--- config.mk ---
export PLATFORM = sky130hd
export DESIGN_NAME = perf_event_monitor
export DESIGN_NICKNAME = d
export VERILOG_FILES = /design/src/rtl/perf_event_monitor.sv
export SDC_FILE = /design/constraint.sdc
export NUM_CORES = 1
export LEC_CHECK = 0
export BUFFER_PORTS_ARGS = -buffer_cell sky130_fd_sc_hd__buf_2
export CAP_MARGIN = 20
export CORE_MARGIN = 2
export CORE_UTILIZATION = 32
export CTS_BUF_LIST = sky130_fd_sc_hd__clkbuf_2
export CTS_CLUSTER_DIAMETER = 40
export DETAILED_ROUTE_END_ITERATION = 8
export SETUP_SLACK_MARGIN = 0.4
export SLEW_MARGIN = 5
export SYNTH_ARGS = -nofsm -noshare
export SYNTH_HDL_FRONTEND = slang
export SYNTH_SLANG_ARGS = --single-unit
export TNS_END_PERCENT = 5
--- constraint.sdc ---
create_clock -name clk -period 4.49 [get_ports clk]
set_clock_uncertainty 0.15 [all_clocks]
set_input_delay 0.2245 -clock clk [delete_from_list [all_inputs] [get_ports clk]]
set_output_delay 0.2245 -clock clk [all_outputs]
set_load 0.005 [all_outputs]
--- src/rtl/perf_event_monitor.sv ---
// -----------------------------------------------------------------------------
// perf_event_monitor
//   Performance-event counter bank that sits beside the CPU pipeline. It counts
//   per-cycle event strobes and run cycles, freezes on processor halt and
//   flags a watchdog timeout. A registered select/read port exposes every
//   counter with one cycle of latency.
//
// Ports
//   clk       in   system clock, rising edge
//   rst_n     in   asynchronous active-low reset
//   en        in   count enable (IDLE->RUN request, RUN->IDLE pause)
//   clr       in   synchronous clear of counters/flags, forces IDLE
//   evt       in   [NUM_EVT]   per-cycle event strobes, bit i -> counter i
//   halt      in   processor halt, freezes the bank
//   sat_mode  in   1 = saturate at max, 0 = wrap to 0
//   rd_sel    in   [SEL_W]     0..NUM_EVT-1 event counter, NUM_EVT cycle counter
//   rd_data   out  [CNT_W]     registered read data
//   ovf       out  [NUM_EVT+1] sticky overflow flags, bit NUM_EVT = cycle counter
//   state     out  [2]         0=IDLE 1=RUN 2=FROZEN 3=TIMEOUT
//   timeout   out  high while state is TIMEOUT
// -----------------------------------------------------------------------------
module perf_event_monitor #(
    parameter int          NUM_EVT    = 8,
    parameter int          CNT_W      = 32,
    parameter int unsigned WDOG_LIMIT = 100000,
    parameter int          SEL_W      = $clog2(NUM_EVT + 1)
) (
    input  logic               clk,
    input  logic               rst_n,
    input  logic               en,
    input  logic               clr,
    input  logic [NUM_EVT-1:0] evt,
    input  logic               halt,
    input  logic               sat_mode,
    input  logic [SEL_W-1:0]   rd_sel,
    output logic [CNT_W-1:0]   rd_data,
    output logic [NUM_EVT:0]   ovf,
    output logic [1:0]         state,
    output logic               timeout
);

    localparam int NUM_CNT = NUM_EVT + 1;
    localparam int CYC_IDX = NUM_EVT;

    localparam logic [CNT_W-1:0] CNT_MAX = '1;

    // The watchdog can only fire when its limit is nonzero and the cycle
    // counter is wide enough to ever reach it.
    localparam bit WDOG_ON = (WDOG_LIMIT != 0) &&
                             ((CNT_W >= 32) || (WDOG_LIMIT < (32'd1 << CNT_W)));
    localparam logic [CNT_W-1:0] WDOG_VAL = CNT_W'(WDOG_LIMIT);

    typedef enum logic [1:0] {
        IDLE    = 2'd0,
        RUN     = 2'd1,
        FROZEN  = 2'd2,
        TIMEOUT = 2'd3
    } monState_e;

    monState_e        curState;
    logic [CNT_W-1:0] cnt     [NUM_CNT];
    logic [CNT_W-1:0] cntNext [NUM_CNT];
    logic [NUM_EVT:0] incReq;
    logic [NUM_EVT:0] ovfHit;
    logic             wdogHit;
    logic [CNT_W-1:0] rdMux;

    // The cycle counter sits at the top index and increments every RUN edge.
    assign incReq = {1'b1, evt};

    // Candidate counter values for a RUN edge, with saturate/wrap handling.
    always_comb begin
        // NOTE: every variable written here gets a default first, so no path
        // leaves it unassigned and no latch is inferred.
        ovfHit = '0;
        for (int i = 0; i < NUM_CNT; i++) begin
            cntNext[i] = cnt[i];
            if (incReq[i]) begin
                if (cnt[i] == CNT_MAX) begin
                    ovfHit[i]  = 1'b1;
                    cntNext[i] = sat_mode ? CNT_MAX : '0;
                end else begin
                    cntNext[i] = cnt[i] + 1'b1;
                end
            end
        end
        // Compared against the post-increment value so the limit cycle is
        // itself counted before the exit.
        wdogHit = WDOG_ON && (cntNext[CYC_IDX] == WDOG_VAL);
    end

    // Read mux over the pre-update counters; out-of-range selects read 0.
    always_comb begin
        rdMux = '0;
        for (int i = 0; i < NUM_CNT; i++) begin
            if (rd_sel == SEL_W'(i)) begin
                rdMux = cnt[i];
            end
        end
    end

    assign state = curState;

    always_ff @(posedge clk or negedge rst_n) begin
        // NOTE: the counter bank is built from flops rather than a RAM, so it
        // takes the asynchronous reset along with the rest of the state.
        if (!rst_n) begin
            curState <= IDLE;
            timeout  <= 1'b0;
            ovf      <= '0;
            rd_data  <= '0;
            for (int i = 0; i < NUM_CNT; i++) begin
                cnt[i] <= '0;
            end
        end else begin
            // NOTE: non-blocking assignments so every flop updates from the
            // values held before this edge, independent of statement order.
            rd_data <= rdMux;
            if (clr) begin
                curState <= IDLE;
                timeout  <= 1'b0;
                ovf      <= '0;
                for (int i = 0; i < NUM_CNT; i++) begin
                    cnt[i] <= '0;
                end
            end else begin
                case (curState)
                    IDLE: begin
                        if (en) begin
                            curState <= RUN;
                        end
                    end
                    RUN: begin
                        cnt <= cntNext;
                        ovf <= ovf | ovfHit;
                        if (halt) begin
                            curState <= FROZEN;
                        end else if (wdogHit) begin
                            curState <= TIMEOUT;
                            timeout  <= 1'b1;
                        end else if (!en) begin
                            curState <= IDLE;
                        end
                    end
                    default: begin
                        // FROZEN and TIMEOUT hold until clr or reset.
                    end
                endcase
            end
        end
    end

endmodule

==> summary.md, run 1 <==
| Metric | Value |
|---|---|
| Status | finished with violations |
| Failing checks | DRC |
| PortBufs | 61 |
| Detailed Routing Iterations Pass 1 | 9 |
| Post-synthesis sequential element count | 332 |
| Proportion of register bits with asynchronous set or reset after synthesis | 100% |
| Number of buffers added for setup after CTS | 0 |
| Net switching component of the power | 1660 µW |
| Buf+Inv Stages, Crit Path | 1 |
| Global-route congestion overflow total | 0 |
| Nets in the synthesized netlist | about 2700 |
| Endpoint type of the worst setup path | flip-flop |
| Rows | roughly 90 |
| Count of yosys warnings during synthesis | 0 |
| Net count reported at finish | between 2000 and 3000 |
| Initial antenna violation count | 4 |
| Register area share after synthesis | about 40% |
| Depth of the worst hold-timing path | 6 |
| Number of buffers inserted during clock tree synthesis | 96 |
| Largest stage delay, worst path | slightly above 0.5 ns |
| R2R setup slack | 0.96 ns |
| Startpoint of the worst-slack reg-to-reg timing path | cnt[1]$_DFFE_PN0P_ |
| Core ar. | 62900 µm² |
| Synthesized instance count | about 2600 |
| Main flop type after synthesis | sky130_fd_sc_hd__dfrtp_1 |
| Final Hold Vio Count | 0 |
| Instance count after placement with tap cells included | about 3400 |
| Pint | a little over 4000 µW |
| Total Negative Setup Slacks | 0 ns |
| Pwr dens | about 250 nW/µm² |
| Maximum resistive drop on vdd | ~0.13 mV |
| Total met3 wirelength after detailed routing | between 5000 and 6000 µm |
| Share of total power in the clock network | 41.6% |
| Top routing layer in use | met5 |
| CP Cell Sequence | ha_1, nand4_1, nor4_4, nand4_1, buf_4, nor2_1, a31oi_1, a31oi_1, nand4_1, a211oi_1 |
| Number of enable-type register cells in the synthesized netlist | 0 |
| Crit. Startpoint | cnt[1]$_DFFE_PN0P_ |
| Number of maximum-capacitance constraint violations | 0 |
| Area growth from synthesis to layout | 12.3% |
| Worst Path Max Fanout | 7 |
| Crit path depth | 10 |
| Drt wl/cell | 19.4 µm |
| Chip height | around 260 µm |
| Mean instance size in the synthesized netlist | ~7.7 µm² |
| Portion of total power attributed to sequential cells | roughly 53% |
| Min cycle time layout | 3.53 ns |
| Overall die width | roughly 260 µm |
| Count of non-filler cells in the finished layout | 3635 |
| Clock slew at reported path FFs | between 0.1 and 0.15 ns |
| Logic pwr share | a little under 6% |
| Cell with the biggest individual delay on the critical path | sky130_fd_sc_hd__nor4_4 |
| Wirelength, routed | just over 70000 µm |
| Worst Min Path Start | evt[1] |
| Dpl ws | 0.900 ns |
| 1st-iter DRT viols | approximately 2300 |
| H-Tree Level Count | 3 |
| Cell count of the worst reg-to-reg path | 10 |
| Met1 routed wirelength after detailed routing | between 30000 and 40000 µm |
| Initial Utilization | 32.3% |
| HPWL reported at the end of detailed placement | approximately 49000 µm |
| Synthesized area | 20300 µm² |
| Maximum clock path buffer count | 3 |
| Worst Path Arrival | 4.42 ns |
| Most prevalent standard cell on the critical path | sky130_fd_sc_hd__nand4_1 |
| Total routing resource utilization after global routing | around a fifth |
| Largest delay share family, worst path | simple AND/OR/NAND/NOR gates |
| Final cycle utilization of the critical path | around four fifths |
| Clock sink count | 332 |
| Destination of the worst hold path | cnt[246]$_DFFE_PN0P_ |
| Critical setup path kind | flip-flop to flip-flop |
| Maximum number of pins on one net before global-route repair | 105 |
| Setup ws final | 0.955 ns |
| Hold Path Class | primary input to flip-flop |
| Number of routed nets with antenna violations | 0 |
| Maximum clock frequency | between 0.2 and 0.3 GHz |
| Clock Root Buffer | sky130_fd_sc_hd__clkbuf_2 |
| Measured slew at the worst slew-check pin | roughly 1.0 ns |
| # DRC | 2 |
| Sw frac | between 20% and 30% |
| Setup repair after global routing missed its margin | no |
| Routed wl met2 | approximately 32000 µm |
| FF-to-FF End | state[1]$_DFFE_PN0P_ |
| Via density per instance | about 5.7 |
| Via count of the first global-routing pass | ~19000 |
| Wire length of the first global-routing pass | between 100000 and 150000 µm |
| Number of placed I/O pins | just over 60 |
| Max transition margin | between 30 and 40% |
| Worst Setup Start Kind | flip-flop |
| Via count | 20801 |
| Clk Latency, worst-skew pair | 1.18 ns |
| Final setup viols | 0 |
| Required time of the critical path | between 5 and 6 ns |
| Total die area | between 60000 and 70000 µm² |
| RD Place Congestion | approximately 0.93 |
| Static leakage | 0.00945 µW |
| Synth cell types | 70 |
| Layout cell share with drive strength beyond 1 | approximately 11% |
| Max Transition Viols Final | 0 |
| Clock tree from TritonCTS | built |
-- metrics by stage --
step	total power, µW	cell area (µm²)	hold slack [ns]	util, %
floorplan	3200	20300	-0.221	-
global placement	3370	21500	0.220	34.2
detailed placement	3370	21500	0.223	34.2
CTS	5810	22800	0.00594	36.3
global route	6000	22800	0.0795	36.3
finish	5710	22800	0.125	36.3
-- cells by family after synthesis --
logic type | count (synthesis) | share of synthesized area (%)
and+or+nand+nor | 1050 | 24.9
AOI/OAI and AO/OA | 934 | 27.2
DFF | 332 | 40.9
buffers and inverters | 297 | 6.01
adders and majority gates | 9 | 0.555
xor gates and xnor gates | 7 | 0.302
muxes | 2 | 0.0986
-- per-layer routing --
layer	track usage, %	up-vias
li1	-	9813
met1	29.7	10038
met2	32.4	823
met3	4.83	125
met4	6.51	2
met5	0	-
-- layout make-up --
| class | instances | area [µm²] |
|---|---|---|
| inverters | 129 | 484 |
| flip-flops and latches | 332 | 8310 |
| fillers | 6642 | 40000 |
| diodes | 2 | 5.00 |
| clock buffers | 129 | 646 |
| repair buffers | 159 | 1190 |
| well taps | 846 | 1060 |
| clock inverters | 36 | 239 |
| multi-input cells | 2002 | 10900 |
-- placed cells by master (no fill, tap or decap), drive strengths merged, types with 6 or more instances in the layout --
cell	count
a22oi	36
dlygate4sd3	38
a41oi	6
a21o	14
a222oi	32
clkinv	29
nand4	46
dfrtp	332
and3	67
o21ai	455
o22ai	14
nor2	365
a22o	37
ha	9
or3	14
nand3	140
nor4	35
buf	121
a21oi	180
nor3	80
nand2	203
clkbuf	129
nor2b	24
inv	132
a221oi	32
a31oi	85
o22a	7
nand2b	9
a211oi	6
nor3b	10
and2	27
and4	16
-- Yosys cell counts (all sizes together) (10+ instances only) --
cell | n | area [µm²]
o21ai | 455 | 2280
nor2 | 365 | 1380
dfrtp | 332 | 8310
nand2 | 203 | 764
a21oi | 180 | 905
nand3 | 140 | 706
inv | 129 | 484
clkbuf | 119 | 448
a31oi | 85 | 532
nor3 | 80 | 400
and3 | 67 | 419
buf | 49 | 288
nand4 | 46 | 294
a22o | 37 | 324
a22oi | 36 | 270
nor4 | 35 | 289
a221oi | 32 | 280
a222oi | 32 | 320
and2 | 27 | 169
nor2b | 24 | 150
and4 | 16 | 140
a21o | 14 | 105
o22ai | 14 | 87.6
or3 | 14 | 87.6
nor3b | 10 | 80.1
-- worst max-delay path by stage --
stage	end
finish	state[1]$_DFFE_PN0P_
global route	state[1]$_DFFE_PN0P_
CTS	state[1]$_DFFE_PN0P_
detailed placement	state[1]$_DFFE_PN0P_
global placement	state[1]$_DFFE_PN0P_
floorplan	state[1]$_DFFE_PN0P_
-- worst register-to-register path, stage by stage, from the launching register on --
cell and delay [ns]:
sky130_fd_sc_hd__dfrtp_1 0.46, sky130_fd_sc_hd__ha_1 0.30, sky130_fd_sc_hd__nand4_1 0.29, sky130_fd_sc_hd__nor4_4 0.51, sky130_fd_sc_hd__nand4_1 0.33, sky130_fd_sc_hd__buf_4 0.25
sky130_fd_sc_hd__nor2_1 0.27, sky130_fd_sc_hd__a31oi_1 0.11, sky130_fd_sc_hd__a31oi_1 0.17, sky130_fd_sc_hd__nand4_1 0.27, sky130_fd_sc_hd__a211oi_1 0.28
-- flip-flops by register name (all words and copies together), names as in the netlist --
name,flops
rd_data,32
cnt,288
timeout,1
ovf,9
state,2
-- power by group through the flow --
stage | registers [µW] | logic, µW | clock network (µW)
after detailed placement | 3060 | 303 | 0
after floorplan | 3060 | 142 | 0
after CTS | 3000 | 332 | 2470
final | 3000 | 332 | 2370
after global placement | 3060 | 304 | 0
after global routing | 3000 | 365 | 2630
-- what timing repair did --
| item | CTS | global route |
|---|---|---|
| hold buffers | 39 | 0 |
| setup endpoints to repair | 0 | 1 |
| gates resized for setup | 0 | 1 |
| hold endpoints to repair | 664 | 0 |
Power figures use the tool's default switching activity.
==> run 2, diff against run 1 <==
- clock period: 4.49 -> 3.1 ns (I/O delays scaled with it)
==> run 2 against run 1 <==
The run still ends with DRC left. Clock-buffer cell count unchanged. Non-clock buffer count up 119. Sequential share of layout area down 2.2 points. Via count up 4.1%. Critical path depth unchanged. Worst setup slack worse by 0.68 ns. Combinational power up 62%. Utilization up 2.5 points. Worst hold slack worse by 0.0061 ns. Critical path type is now primary input to flip-flop. Critical endpoint is now rd_data[24]$_DFF_PN0_.
==> summary.md, run 2 (synthesis results as in run 1) <==
| Metric | Value |
|---|---|
| Initial antenna violation count | 2 |
| Pwr dens | ~340 nW/µm² |
| H-Tree Level Count | 3 |
| Startpoint of the worst-slack reg-to-reg timing path | cnt[0]$_DFFE_PN0P_ |
| Layout cell share with drive strength beyond 1 | around 17% |
| Crit. Startpoint | rd_sel[0] |
| Via count | around 22000 |
| Clock slew at reported path FFs | about 0.10 ns |
| Via count of the first global-routing pass | roughly 20000 |
| Via density per instance | around 5.8 |
| HPWL reported at the end of detailed placement | around 51000 µm |
| Drt wl/cell | ~20 µm |
| Setup repair after global routing missed its margin | yes |
| Depth of the worst hold-timing path | 5 |
| Status | finished with violations |
| Most used cells in the layout excluding fill and tap cells | 423 x sky130_fd_sc_hd__o21ai_0, 353 x sky130_fd_sc_hd__nor2_1, 312 x sky130_fd_sc_hd__dfrtp_1 |
| Rows | between 90 and 100 |
| Net count reported at finish | between 2000 and 3000 |
| Hold Path Class | primary input to flip-flop |
| Count of non-filler cells in the finished layout | around 3800 |
| Maximum resistive drop on vdd | approximately 0.22 mV |
| Final setup viols | 0 |
| Wire length of the first global-routing pass | about 120000 µm |
| Max transition margin | between 15 and 20% |
| Combined area of the multi-input logic cells | between 10000 and 15000 µm² |
| Maximum number of pins on one net before global-route repair | around 80 |
| Total routing resource utilization after global routing | about 22% |
| Final Core Density | between 30% and 40% |
| Global-route congestion overflow total | 0 |
| Total die area | about 65000 µm² |
| Chip height | 256 µm |
| Final Hold Vio Count | 0 |
| Flip-flop count of the largest register after layout | ~290 |
| Cell count of the worst reg-to-reg path | 13 |
| Largest registers ranked by flip-flop count | cnt (288), rd_data (32), ovf (9) |
| Area growth from synthesis to layout | 20.0% |
| Core ar. | between 60000 and 70000 µm² |
| Static leakage | approximately 0.01 µW |
| Wirelength, routed | roughly 74000 µm |
| Maximum clock path buffer count | 3 |
| Number of filler instances in the final layout | ~6600 |
| Clock sink count | around 330 |
| Detailed Routing Iterations Pass 1 | 9 |
| Most common cell after layout, fill and taps aside | sky130_fd_sc_hd__o21ai_0 |
| Worst Min Path Start | clr |
| Number of placed I/O pins | 62 |
| RD Place Congestion | between 0.9 and 1 |
| Failing checks | DRC |
| Critical setup path kind | primary input to flip-flop |
| Reg with most FFs | cnt |
| Total Negative Setup Slacks | 0 ns |
| Number of maximum-capacitance constraint violations | 0 |
| Number of buffers inserted during clock tree synthesis | between 90 and 100 |
| Required time of the critical path | around 4 ns |
| PortBufs | 61 |
| Flip-flop and latch area | 8330 µm² |
| Endpoint type of the worst setup path | flip-flop |
| Max Transition Viols Final | 0 |
| Min cycle time layout | 2.83 ns |
| Clock tree from TritonCTS | built |
| Worst Path Arrival | between 3 and 4 ns |
| 1st-iter DRT viols | approximately 2500 |
| # DRC | 11 |
| Worst Setup Start Kind | primary input |
| Clk Latency, worst-skew pair | 1.19 ns |
| Overall die width | between 200 and 300 µm |
| Final cycle utilization of the critical path | between 90% and 100% |
| Measured slew at the worst slew-check pin | about 1.2 ns |
| Clock Root Buffer | sky130_fd_sc_hd__clkbuf_2 |
| Worst Path Max Fanout | 32 |
| Maximum clock frequency | approximately 0.35 GHz |
| Initial Utilization | between 30% and 40% |
| Instance count after placement with tap cells included | 3502 |
| Number of routed nets with antenna violations | 0 |
run 2: worst paths after layout:
| check | endpoint | slack (ns) |
|---|---|---|
| setup / recovery | rd_data[24]$_DFF_PN0_ | 0.27 |
| hold / removal | cnt[271]$_DFFE_PN0P_ | 0.12 |
| setup reg to reg | state[1]$_DFFE_PN0P_ | 0.30 |
| hold reg to reg | ovf[1]$_DFFE_PN0P_ | 0.34 |
| max in group asynchronous | cnt[130]$_DFFE_PN0P_ | 1.43 |
| min in group asynchronous | cnt[248]$_DFFE_PN0P_ | 0.49 |
run 2: repair_timing:
action                                 in CTS  in global routing
endpoints found under the hold margin     664                  9
pin swaps                                   9                 22
hold buffers                               41                  1
gates resized for setup                    29                 80
setup buffers                              10                 26
gates cloned                                2                  6
setup endpoints to repair                 159                264
run 2: layout make-up:
type | count | area share, %
well taps | 846 | 4.35
multi-input cells | 2003 | 46.1
flip-flops and latches | 332 | 34.2
clock inverters | 43 | 0.976
diodes | 4 | 0.0411
repair buffers | 278 | 9.66
inverters | 129 | 1.99
clock buffers | 129 | 2.65
run 2: metal layers:
layer	GRT usage, %	part of all wire (%)	routed length, µm
met5	0	0	0
met4	7.49	3.1	2290
met3	4.83	8.6	6420
met2	33.4	45	33200
met1	30.9	44	32300
run 2: worst max-delay path, stage by stage:
cell and delay [ns]:
sky130_fd_sc_hd__dlygate4sd3_1 0.58, sky130_fd_sc_hd__buf_2 0.20, sky130_fd_sc_hd__nand2_1 0.11, sky130_fd_sc_hd__dlygate4sd3_1 0.58, sky130_fd_sc_hd__nor2_2 0.05, sky130_fd_sc_hd__buf_4 0.24, sky130_fd_sc_hd__a221oi_1 0.42, sky130_fd_sc_hd__dlygate4sd3_1 0.68
sky130_fd_sc_hd__nand3_1 0.10, sky130_fd_sc_hd__dlygate4sd3_1 0.59
run 2: power breakdown:
part / internal (µW) / switching, µW
registers: 4340 / 11.8
clock network: 1330 / 2110
logic: 159 / 378
run 2: stage by stage:
step | setup WS, ns | total power (µW) | area [µm²] | hold WS, ns
after floorplan | 0.500 | 4640 | 20300 | -0.291
after detailed placement | 0.111 | 4900 | 22200 | -0.0187
after global routing | 0.207 | 8720 | 24400 | 0.0848
after global placement | 0.111 | 4900 | 22200 | -0.0211
final | 0.272 | 8330 | 24400 | 0.119
after CTS | 0.241 | 8400 | 23700 | -0.197
